[config.mk]
export PLATFORM = sky130hd
export DESIGN_NAME = req_gnt_requester_flat
export DESIGN_NICKNAME = d
export VERILOG_FILES = /design/src/rtl/req_gnt_pkg.sv /design/src/rtl/req_gnt_if.sv /design/src/rtl/req_gnt_timer.sv /design/src/rtl/req_gnt_requester.sv /design/src/flat_wrapper.sv
export SDC_FILE = /design/constraint.sdc
export NUM_CORES = 1
export LEC_CHECK = 0
export ABC_AREA = 1
export BUFFER_PORTS_ARGS = -buffer_cell sky130_fd_sc_hd__buf_2
export CORE_ASPECT_RATIO = 1.2
export CORE_UTILIZATION = 38
export DETAILED_ROUTE_END_ITERATION = 8
export GPL_TIMING_DRIVEN = 0
export PLACE_DENSITY = 0.64
export SYNTH_ARGS = -nofsm -noshare
export SYNTH_HDL_FRONTEND = slang
export SYNTH_SLANG_ARGS = --single-unit
export TNS_END_PERCENT = 30
[constraint.sdc]
create_clock -name clk -period 1 [get_ports clk]
set_input_delay 0.2 -clock clk [delete_from_list [all_inputs] [get_ports clk]]
set_output_delay 0.2 -clock clk [all_outputs]
set_load 0.03 [all_outputs]
[src/rtl/req_gnt_pkg.sv]
// Shared req/gnt types and default timing constants for the requester and granter sides.
`timescale 1ns/1ps
package req_gnt_pkg;
   typedef enum logic [1:0] {IDLE, REQ, BACKOFF} req_gnt_state_e;

   localparam int DEF_TIMEOUT_CYC = 8;
   localparam int DEF_MAX_RETRY   = 2;
   localparam int DEF_RETRY_GAP   = 2;
endpackage

[src/rtl/req_gnt_if.sv]
// Single-bit req/gnt handshake; master is the requester, slave is the granter.
`timescale 1ns/1ps
interface req_gnt_if;
   logic req;
   logic gnt;

   modport master (output req, input gnt);
   modport slave  (input req, output gnt);
endinterface

[src/rtl/req_gnt_timer.sv]
// Up-counter with clear/enable; expire flags the enabled edge that completes LIMIT counts.
`timescale 1ns/1ps
module req_gnt_timer #(
   parameter int W     = 4,
   parameter int LIMIT = 8
) (
   input  logic clk,
   input  logic rst,
   input  logic clr,
   input  logic en,
   output logic expire
);
   logic [W-1:0] cnt;

   assign expire = en && !clr && (cnt == W'(LIMIT - 1));

   always_ff @(posedge clk or posedge rst) begin
      if (rst)      cnt <= '0;
      else if (clr) cnt <= '0;
      else if (en)  cnt <= cnt + 1'b1;
   end
endmodule

[src/rtl/req_gnt_requester.sv]
// Initiator side of the req/gnt handshake with timeout, bounded retry and backoff.
// Define REQ_GNT_ASSERT_EN to compile the embedded protocol assertions and covers.
`timescale 1ns/1ps
module req_gnt_requester
   import req_gnt_pkg::*;
#(
   parameter int  TIMEOUT_CYC = DEF_TIMEOUT_CYC,
   parameter int  MAX_RETRY   = DEF_MAX_RETRY,
   parameter int  RETRY_GAP   = DEF_RETRY_GAP,
   localparam int RW          = (MAX_RETRY > 0) ? $clog2(MAX_RETRY + 1) : 1
) (
   input  logic          clk,
   input  logic          rst,
   input  logic          job_valid,
   output logic          job_ready,
   req_gnt_if.master     bus,
   output logic          done,
   output logic          err,
   output logic [RW-1:0] retry_cnt,
   output logic          spur_gnt
);
   localparam int CNT_W = $clog2(TIMEOUT_CYC + 1);
   localparam int GAP_W = $clog2(RETRY_GAP + 1);

   req_gnt_state_e state_q, state_d;
   logic           req_q, req_d, done_d, err_d, trail_q;
   logic [RW-1:0]  rcnt_d;
   logic           to_exp, bo_exp;

   req_gnt_timer #(.W(CNT_W), .LIMIT(TIMEOUT_CYC)) u_to (
      .clk(clk), .rst(rst), .clr(state_q != REQ),
      .en(state_q == REQ && !bus.gnt), .expire(to_exp));

   req_gnt_timer #(.W(GAP_W), .LIMIT(RETRY_GAP)) u_bo (
      .clk(clk), .rst(rst), .clr(state_q != BACKOFF),
      .en(state_q == BACKOFF), .expire(bo_exp));

   assign bus.req   = req_q;
   assign job_ready = (state_q == IDLE);

   always_comb begin
      state_d = state_q;
      req_d   = req_q;
      done_d  = 1'b0;
      err_d   = 1'b0;
      rcnt_d  = retry_cnt;
      case (state_q)
         IDLE: if (job_valid) begin
            state_d = REQ;
            req_d   = 1'b1;
            rcnt_d  = '0;
         end
         // gnt outranks a timeout landing on the same edge
         REQ: if (bus.gnt) begin
            state_d = IDLE;
            req_d   = 1'b0;
            done_d  = 1'b1;
         end else if (to_exp) begin
            req_d = 1'b0;
            if (retry_cnt < RW'(MAX_RETRY)) begin
               state_d = BACKOFF;
               rcnt_d  = retry_cnt + 1'b1;
            end else begin
               state_d = IDLE;
               err_d   = 1'b1;
            end
         end
         BACKOFF: if (bo_exp) begin
            state_d = REQ;
            req_d   = 1'b1;
         end
         default: begin
            state_d = IDLE;
            req_d   = 1'b0;
         end
      endcase
   end

   always_ff @(posedge clk or posedge rst) begin
      if (rst) begin
         state_q   <= IDLE;
         req_q     <= 1'b0;
         done      <= 1'b0;
         err       <= 1'b0;
         retry_cnt <= '0;
         trail_q   <= 1'b0;
         spur_gnt  <= 1'b0;
      end else begin
         state_q   <= state_d;
         req_q     <= req_d;
         done      <= done_d;
         err       <= err_d;
         retry_cnt <= rcnt_d;
         // the granter echoes req one cycle late, so one gnt after req falls is legal
         trail_q   <= (state_q == REQ) && (state_d != REQ);
         if (bus.gnt && state_q != REQ && !trail_q) spur_gnt <= 1'b1;
      end
   end

`ifdef REQ_GNT_ASSERT_EN
   a_req_hold: assert property (@(posedge clk) disable iff (rst)
      (bus.req && !bus.gnt && !to_exp) |=> bus.req);
   a_excl: assert property (@(posedge clk) disable iff (rst) !(done && err));
   a_done: assert property (@(posedge clk) disable iff (rst)
      done |-> $past(bus.req && bus.gnt));
   c_gnt: cover property (@(posedge clk) disable iff (rst)
      bus.req ##[1:TIMEOUT_CYC] bus.gnt);
   c_err: cover property (@(posedge clk) disable iff (rst) err);
`endif
endmodule

[src/flat_wrapper.sv]
// flat-port wrapper written by rule: the top's interface ports become plain ports
module req_gnt_requester_flat import req_gnt_pkg::*;
#(
   parameter int  TIMEOUT_CYC = DEF_TIMEOUT_CYC,
   parameter int  MAX_RETRY   = DEF_MAX_RETRY,
   parameter int  RETRY_GAP   = DEF_RETRY_GAP,
   localparam int RW          = (MAX_RETRY > 0) ? $clog2(MAX_RETRY + 1) : 1
)
  (clk, rst, job_valid, job_ready, done, err, retry_cnt, spur_gnt, bus_req, bus_gnt);
  req_gnt_if bus_i ();
  input  logic clk;
  input  logic rst;
  input  logic job_valid;
  output logic job_ready;
  output logic done;
  output logic err;
  output logic [RW-1:0] retry_cnt;
  output logic spur_gnt;
  output wire logic [$bits(bus_i.req)-1:0] bus_req;
  input wire logic [$bits(bus_i.gnt)-1:0] bus_gnt;
  assign bus_req = bus_i.req;
  assign bus_i.gnt = bus_gnt;
  req_gnt_requester #(.TIMEOUT_CYC(TIMEOUT_CYC), .MAX_RETRY(MAX_RETRY), .RETRY_GAP(RETRY_GAP)) u_core (.clk(clk), .rst(rst), .job_valid(job_valid), .job_ready(job_ready), .bus(bus_i), .done(done), .err(err), .retry_cnt(retry_cnt), .spur_gnt(spur_gnt));
endmodule
Word-level counts from Yosys, hierarchy flattened
Index checks and enable logic that the tools add are counted.
Widths: inputs -> output; s select.
- add/subtract/negate cells: 3
- $lt $le $gt $ge: 1
- equality and inequality tests: 13
- muxes and demuxes: 26
- reductions and logical operators: 18
- operator list (operator ; count):
    $mux 2 ; 11
    $mux 1 ; 10
    $logic_and 1x1->1 ; 8
    $mux 4 ; 2
    $ne 2x1->1 const B ; 4
    $ne 2x2->1 const B ; 4
    $pmux 2 s3 ; 1
    $reduce_bool 2->1 ; 3
    $reduce_and 5->1 ; 1
    $add 2x1->2 const B ; 2
    $add 4x1->4 const B ; 1
    $eq 2x1->1 const B ; 2
    $eq 4x3->1 const B ; 1
    $logic_not 1->1 ; 4
    $pmux 2 s2 ; 1
    $ne 3x2->1 const B ; 1
    $pmux 1 s3 ; 1
    $reduce_and 3->1 ; 1
    $eq 2x2->1 const B ; 1
    $logic_not 2->1 ; 1
    $lt 2x2->1 const B ; 1
- bits in registers: 15
- input port bits: 4
- output and inout port bits: 7
- logic and storage cells: 70

Longest topological paths before layout
Gate-level depths: netlist (run 1).
- depth after elaboration: 9
- gate-level depth with buffers: 8
- gate-level depth less buffers: 8

Modules after synthesis
A second synthesis (run 1) with hierarchy kept.
- cell total of the unflattened synthesis: 94
- area, all modules: 767.0 µm²
- modules (own cells, without submodules) (module ; instances ; cells an instance ; area an instance (µm²) ; sequential area each (µm²)):
    req_gnt_requester ; 1 ; 52 ; 431.7 ; 225.2
    req_gnt_timer (u_core.u_to) ; 1 ; 26 ; 216.5 ; 100.1
    req_gnt_timer (u_core.u_bo) ; 1 ; 16 ; 118.9 ; 50.0

Worst setup path before layout (run 1)
Ideal clock, no wire load.
- path kind: register -> register
- from: reg u_core.state_q[0]
- to: reg u_core.trail_q
- setup time: 0.114 ns
- arrival time: 1.059 ns
- path slack: -0.173 ns
- stages on the path, launching flop included: 9
- cells stage by stage: dfrtp_1 > inv_1 > nand2_2 > inv_1 > nand2_1 > o21ai_1 > inv_1 > nand3_1 > inv_1
- RTL lines (element ; line ; RTL):
    start, declared ; req_gnt_requester.sv:25 ; req_gnt_state_e state_q, state_d;
    start signal, assigned ; req_gnt_requester.sv:89 ; state_q <= state_d;
    $logic_not 2->1 ; -- ;
    via job_ready ; flat_wrapper.sv:14 ; output logic job_ready;
    $pmux 2 s3 ; req_gnt_requester.sv:47 ; case (state_q)
    $ne 2x1->1 ; req_gnt_requester.sv:95 ; trail_q <= (state_q == REQ) && (state_d != REQ);
    $logic_and 1x1->1 ; req_gnt_requester.sv:95 ;
    end signal, assigned ; req_gnt_requester.sv:95 ;
    end, declared ; req_gnt_requester.sv:26 ; logic req_q, req_d, done_d, err_d, trail_q;
The timed path passes the listed nets, and every way through them passes these cells.
A chain may end at the register's enable or synchronous reset.

Worst setup path after layout (run 1)
- from: reg u_core.state_q[0]
- to: reg u_core.u_to.cnt[0]
- cells in the longest elaborated chain, start to end: 3
- ends and longest elaborated chain (element ; line ; RTL):
    $eq 2x1->1 ; req_gnt_requester.sv:32 ; .en(state_q == REQ && !bus.gnt), .expire(to_exp));
    $logic_and 1x1->1 ; req_gnt_requester.sv:32 ;
    $reduce_bool 2->1 (no line) ; -- ;
    end signal, assigned ; req_gnt_timer.sv:20 ; else if (en) cnt <= cnt + 1'b1;
    end, declared ; req_gnt_timer.sv:13 ; logic [W-1:0] cnt;
Parallel ways exist; a longest one is shown, timed or not.

==> run summary, run 1 <==
Status: finished with violations
Violated checks: negative setup slack
Chip height: 48.53 um
# setup viols final: 17
WP data arrival: 1.43 ns
CP peak stage delay: 0.40 ns
N_diodes: 0
Sw Pwr: 0.0005564 W
DRT antenna net count: 0
Area delta synth->final: 45.07%
CTS sink cnt: 15
EDFF count, synth: 0
Min-delay worst type: primary input to flip-flop
Clock power share: 20.9%
Core Area: 1662 um2
H-tree levels: 1
Synthesized cell area: 685.7 um2
Fmax: 0.8015 GHz
CTS buffer count: 3
M3 GR Usage: 2.752%
Final period util: 124.8%
Mapped Nets: 84
Syn. warnings: 0
Most frequent CP cell: buf_4
Mean Syn Cell Area: 8.790 um2
Std cell rows: 16
DRT iter0 DRCs: 6
Ys async rst share: 100.0%
Final Hold Vio Count: 0
I/O Buffers: 10
Post-synthesis sequential element count: 15
Worst path slowest cell: dfrtp_1
Synth top area cells: dfrtp_1 (55%), nand2_1 (8.2%), inv_1 (6.6%)
DP HPWL: 866.4 um
First-pass GRT wire length: 2263 um
RSZ-0062 raised after global routing: true
Leakage: 0.4967 nW
Power density over cell area: 1684 nW/um2
R2R Setup Slk: -0.25 ns
GR Util met1: 19.09%
CTS Buffer Depth: 2
Grt ovf: 0
Comb power frac: 34.2%
Internal cell power: 0.001119 W
TritonCTS clock tree: done
Area leader, netlist: dfrtp_1
Part of the power in registers: 44.9%
Synth Flop Type: dfrtp_1
Die area: 1979 um2
Total Wirelength: 1434 um
Die X-Extent: 40.78 um
Tmin final: 1.248 ns
GPL Wtd Cong: 0.7195
Max FO, Critical Path: 4
Max_slew headroom: 77.99%
Sequential area share after synthesis: 54.74%
Yosys top cell area share: 54.74%
Final worst slack: -0.2477 ns
Worst-path cell chain: buf_4, nand2_2, nor2_4, buf_4, buf_4, o21a_1
Wirelength per Cell: 11.47 um
CP startpoint kind: flip-flop
Share of layout cells above drive strength 1: 42.99%
Root Buffer: clkbuf_4
Worst-path clk slew: 0.09 ns
I/O pin total: 11
Global routing usage on met2: 26.98%
Worst-Margin Slew: 0.3295 ns
Crit Path Class: flip-flop to flip-flop
Setup crit end kind: flip-flop
Switching share of power: 33.22%
Vias in the first global route: 603
Global Route Usage Sum: 16.14%
Initial antenna violation count: 0
Synth cell count leaders: dfrtp_1 (15), nand2_1 (15), inv_1 (12), nor2_1 (11), nand2_2 (5)
Post-Syn Instances: 78
Setup TNS: -1.950 ns
Fin. max-slew vios: 0
Inst Count DP: 106
Nets@finish: 114
Worst vdd ir: 0.001011 V
Drc violations: 0
GRT Max-Usage Layer: met2
Drt pass-1 iters: 3
Largest net degree at the start of global routing: 16
Clock latency at the later pin of the worst-skew pair: 0.28 ns
Starting Density: 41.27%
Clock Skews: 0.0009968 ns
DR vias: 597
Worst path required time: 1.18 ns
Vias per cell: 4.776
Max Cap Viol: 0
Final Non-Filler Cells: 125
Unique masters post-synth: 18
power groups by stage:
stage / Clock (W) / Combinational [W] / Sequential [W]
2_1_floorplan: 0 / 0.000207 / 0.000799
3_3_place_gp: 0 / 0.000336 / 0.000752
3_5_place_dp: 0 / 0.000343 / 0.000752
4_1_cts: 0.000348 / 0.000510 / 0.000748
5_1_grt: 0.000372 / 0.000625 / 0.000760
6_report: 0.000350 / 0.000572 / 0.000753
flip-flops by register name (all words and copies together), names as in the netlist:
signal and count:
u_core.done 1, u_core.u_to.cnt 4, u_core.spur_gnt 1, u_core.bus.req 1, u_core.state_q 2, u_core.err 1, u_core.retry_cnt 2, u_core.u_bo.cnt 2
u_core.trail_q 1
critical path, delay by kind of cell, from the launching register on:
family / cells / cell delay (ns)
buffers and inverters: 3 / 0.40
AOI/OAI and AO/OA: 1 / 0.15
and+or+nand+nor: 2 / 0.19
DFF: 1 / 0.40
timing repair:
item                       CTS  global route
gates resized for setup     21             5
hold buffers                 1             0
pin swaps                    5             5
setup endpoints to repair   15            34
hold endpoints to repair    15             0
buffers inserted            11             3
logic make-up after synthesis:
logic type                 Yosys count  synth area share (%)
and+or+nand+nor                     40                 27.19
DFF                                 15                 54.74
buffers and inverters               13                 7.116
AOI/OAI and AO/OA                    8                 7.300
adders and majority gates            2                 3.649
area by class of cell:
type,count,area (um2)
Sequential cell,15,375.4
Clock inverter,1,5.005
Fill cell,152,666.9
Timing Repair Buffer,25,212.7
Clock buffer,3,22.52
Inverter,13,56.30
Multi-Input combinational cell,50,300.3
Tap cell,18,22.52
stage by stage:
| stage | power, W | area (um2) | hold slack [ns] | worst slack, ns | utilization (%) |
|---|---|---|---|---|---|
| 3_5_place_dp | 0.001095 | 767.0 | 0.2831 | -0.2195 | 46.16 |
| 5_1_grt | 0.001757 | 994.7 | 0.2477 | -0.2944 | 59.86 |
| 4_1_cts | 0.001606 | 957.2 | 0.2239 | -0.2190 | 57.61 |
| 6_report | 0.001675 | 994.7 | 0.2217 | -0.2477 | 59.86 |
| 2_1_floorplan | 0.001006 | 694.4 | 0.1015 | -0.1218 | - |
| 3_3_place_gp | 0.001087 | 767.0 | 0.2822 | -0.1963 | 46.16 |
layer usage:
layer  wire length (um)  up-vias  part of all wire [%]
met5                  0        -                     0
met4                 30        0                   2.1
met3                 31        5                   2.2
met2                783       10                    55
met1                589      283                    41
li1                   -      299                     -
layout by cell type, fill, tap and decap left out, drive strengths merged, types with 2 or more instances in the layout:
cell and count:
dfrtp 15, nand2 20, clkinvlp 2, nand3 4
nor2 13, ha 2, clkbuf 3, buf 24
inv 11, a21oi 2, nand4 2, o21ai 3
worst paths after layout:
path	start	endpoint	depth (start not counted)
max in group asynchronous	rst	u_core.state_q[1]	3
worst min-delay path	bus_gnt	u_core.done	3
worst max register to register	u_core.state_q[0]	u_core.u_to.cnt[0]	6
worst min register to register	u_core.trail_q	u_core.spur_gnt	1
worst max-delay path	u_core.state_q[0]	u_core.u_to.cnt[0]	6
min in group asynchronous	rst	u_core.u_to.cnt[0]	3
(Power assumes the default switching activity.)
==> run 2, diff against run 1 <==
--- a/config.mk
+++ b/config.mk
@@ -10,8 +10,9 @@
 export CORE_ASPECT_RATIO = 1.2
 export CORE_UTILIZATION = 38
 export DETAILED_ROUTE_END_ITERATION = 8
-export GPL_TIMING_DRIVEN = 0
 export PLACE_DENSITY = 0.64
+export SETUP_SLACK_MARGIN = 0.15
+export SLEW_MARGIN = 20
 export SYNTH_ARGS = -nofsm -noshare
 export SYNTH_HDL_FRONTEND = slang
 export SYNTH_SLANG_ARGS = --single-unit
==> run 2 against run 1 <==
Net effect: clock skew increased by 0.0048 ns; largest power group unchanged; sequential power shrank 3%; the flow still finishes with violations (negative setup slack); maximum frequency increased by 2.1%; core utilization is 1.1 points higher; highest routed layer unchanged; wire length increased by 0.28%; design area is 1.9% higher; largest cell class unchanged; worst hold slack improved by 0.0041 ns; critical path type is now flip-flop to primary output; non-clock buffer count up 3; flip-flop and latch count unchanged; register-to-register slack gained 0.08 ns; sequential share of layout area shrank 0.70 points.
==> run summary, run 2 (same netlist as run 1, synthesis figures left out) <==
Status: finished with violations (unchanged)
Violated checks: negative setup slack (unchanged)
Die X-Extent: 40.78 um (unchanged)
Clock latency at the later pin of the worst-skew pair: 0.28 ns (about the same)
Setup crit end: job_ready (was u_core.u_to.cnt[0])
DRT antenna net count: 0 (unchanged)
N_diodes: 0 (unchanged)
Starting Density: 41.27% (unchanged)
R2R Path End: u_core.u_to.cnt[1] (was u_core.u_to.cnt[0])
Worst-path clk slew: 0.09 ns (about the same)
WP data arrival: 1.02 ns (was 1.43 ns)
TritonCTS clock tree: done (unchanged)
Setup crit end kind: primary output (was flip-flop)
Final period util: 122.2% (was 124.8%)
Root Buffer: clkbuf_4 (unchanged)
Area delta synth->final: 47.81% (was 45.07%)
R2R Setup Slk: -0.17 ns (was -0.25 ns)
Fin. max-slew vios: 0 (unchanged)
Total Wirelength: 1438 um (was 1434 um)
H-tree levels: 1 (unchanged)
First-pass GRT wire length: 2325 um (was 2263 um)
Global Route Usage Sum: 16.83% (was 16.14%)
Nets@finish: 117 (was 114)
Tmin final: 1.222 ns (was 1.248 ns)
Worst Path Buf+Inv: 3 (unchanged)
DR vias: 606 (was 597)
Clock Skews: 0.005774 ns (was 0.0009968 ns)
DP HPWL: 1027 um (was 866.4 um)
Die area: 1979 um2 (unchanged)
Drt pass-1 iters: 3 (unchanged)
Std cell rows: 16 (unchanged)
Reg2Reg Depth: 5 (was 6)
CP peak stage delay: 0.40 ns (about the same)
Grt ovf: 0 (unchanged)
Chip height: 48.53 um (unchanged)
Worst path required time: 0.80 ns (was 1.18 ns)
Final worst slack: -0.2220 ns (was -0.2477 ns)
I/O pin total: 11 (unchanged)
RSZ-0062 raised after global routing: true (unchanged)
Most frequent cells in the layout: buf_4 (17), dfrtp_1 (15), nand2_1 (12) (was dfrtp_1 (15), nand2_1 (13), buf_4 (13))
Delay-heaviest family, CP: flip-flops (unchanged)
Vias per cell: 4.734 (was 4.776)
Power density over cell area: 1590 nW/um2 (was 1684 nW/um2)
Critical Path Start: u_core.state_q[1] (was u_core.state_q[0])
Fmax: 0.8184 GHz (was 0.8015 GHz)
Most common cell after layout, fill and taps aside: buf_4 (was dfrtp_1)
Drc violations: 0 (unchanged)
Worst-path cell chain: inv_2, nand2_4, clkinvlp_4, buf_6 (was buf_4, nand2_2, nor2_4, buf_4, buf_4, o21a_1)
Initial antenna violation count: 0 (unchanged)
Final Non-Filler Cells: 128 (was 125)
CP startpoint kind: flip-flop (unchanged)
GPL Wtd Cong: 0.6859 (was 0.7195)
Wirelength per Cell: 11.23 um (was 11.47 um)
Stages on worst setup path: 4 (was 6)
DRT iter0 DRCs: 3 (was 6)
CTS Buffer Depth: 2 (unchanged)
Min-delay worst type: primary input to flip-flop (unchanged)
Setup TNS: -1.529 ns (was -1.950 ns)
Worst vdd ir: 0.001092 V (was 0.001011 V)
Final Hold Vio Count: 0 (unchanged)
Worst R2R Start: u_core.state_q[0] (unchanged)
Max_slew headroom: 85.84% (was 77.99%)
Fin util: 60.99% (was 59.86%)
Inst Count DP: 118 (was 106)
Worst-Margin Slew: 0.2122 ns (was 0.3295 ns)
Max Cap Viol: 0 (unchanged)
Number of flip-flops in the largest register: 4 (unchanged)
# setup viols final: 19 (was 17)
Largest net degree at the start of global routing: 16 (unchanged)
Vias in the first global route: 593 (was 603)
Core Area: 1662 um2 (unchanged)
I/O Buffers: 10 (unchanged)
Crit Path Class: flip-flop to primary output (was flip-flop to flip-flop)
CTS sink cnt: 15 (unchanged)
Share of layout cells above drive strength 1: 47.27% (was 42.99%)
Leakage: 0.5180 nW (was 0.4967 nW)
Worst path slowest cell: dfrtp_1 (unchanged)
CTS buffer count: 3 (unchanged)
Top reg by flops: u_core.u_to.cnt (unchanged)
Max FO, Critical Path: 3 (was 4)
[run 2: cell count changes in the layout (fill, tap and decap cells not counted), sizes merged]
cell      change
buf           +3
inv           +1
clkinvlp      -1
[run 2: layout make-up]
cell class	instances	area [um2]
clock inverters	1	5.005
multi-input cells	50	304.0
repair buffers	28	231.5
flip-flops and latches	15	375.4
fillers	157	648.1
well taps	18	22.52
inverters	13	52.55
clock buffers	3	22.52
[run 2: metal layers]
layer	vias up	global-route usage (%)	part of all wire, %
met3	2	2.752	2.3
met5	-	0	0
met1	288	20.24	44
li1	309	-	-
met2	7	28.04	53
met4	0	6.667	0.63
[run 2: worst min-delay path, cell delays in order]
cell and delay, ns:
buf_2 0.14, nand2_1 0.07, o21bai_1 0.06
[run 2: what timing repair did]
item                       4_1_cts  5_1_grt
hold buffers                     1        0
resized for setup               23        4
hold endpoints to repair        15        0
cloned                           0        0
setup endpoints to repair       22       22
pin swaps                        3        3
setup buffers                    4        1
[run 2: where the power goes]
| group | switching, W | internal [W] |
|---|---|---|
| Combinational | 0.000276 | 0.000265 |
| Sequential | 0.0000543 | 0.000679 |
| Clock | 0.000189 | 0.000148 |
[run 2: metrics by stage]
stage                     hold WS [ns]  total power [W]  instance area [um2]  setup WS [ns]
final                           0.2259         0.001612                 1013        -0.2220
after global routing            0.2464         0.001724                 1013        -0.3023
after CTS                       0.2261         0.001619                992.2        -0.2291
after detailed placement        0.2075         0.001182                857.1        -0.1210
after global placement          0.2041         0.001171                857.1        -0.1039
after floorplan                 0.1015         0.001006                694.4        -0.1218
[run 2: how the worst min path moves through the flow]
stage	from	endpoint	slack [ns]	cells after the start
global placement	rst	u_core.done	0.20	3
detailed placement	rst	u_core.done	0.21	3
global route	bus_gnt	u_core.spur_gnt	0.25	3
CTS	bus_gnt	u_core.spur_gnt	0.23	3
floorplan	rst	u_core.bus.req	0.10	1
finish	bus_gnt	u_core.spur_gnt	0.23	3
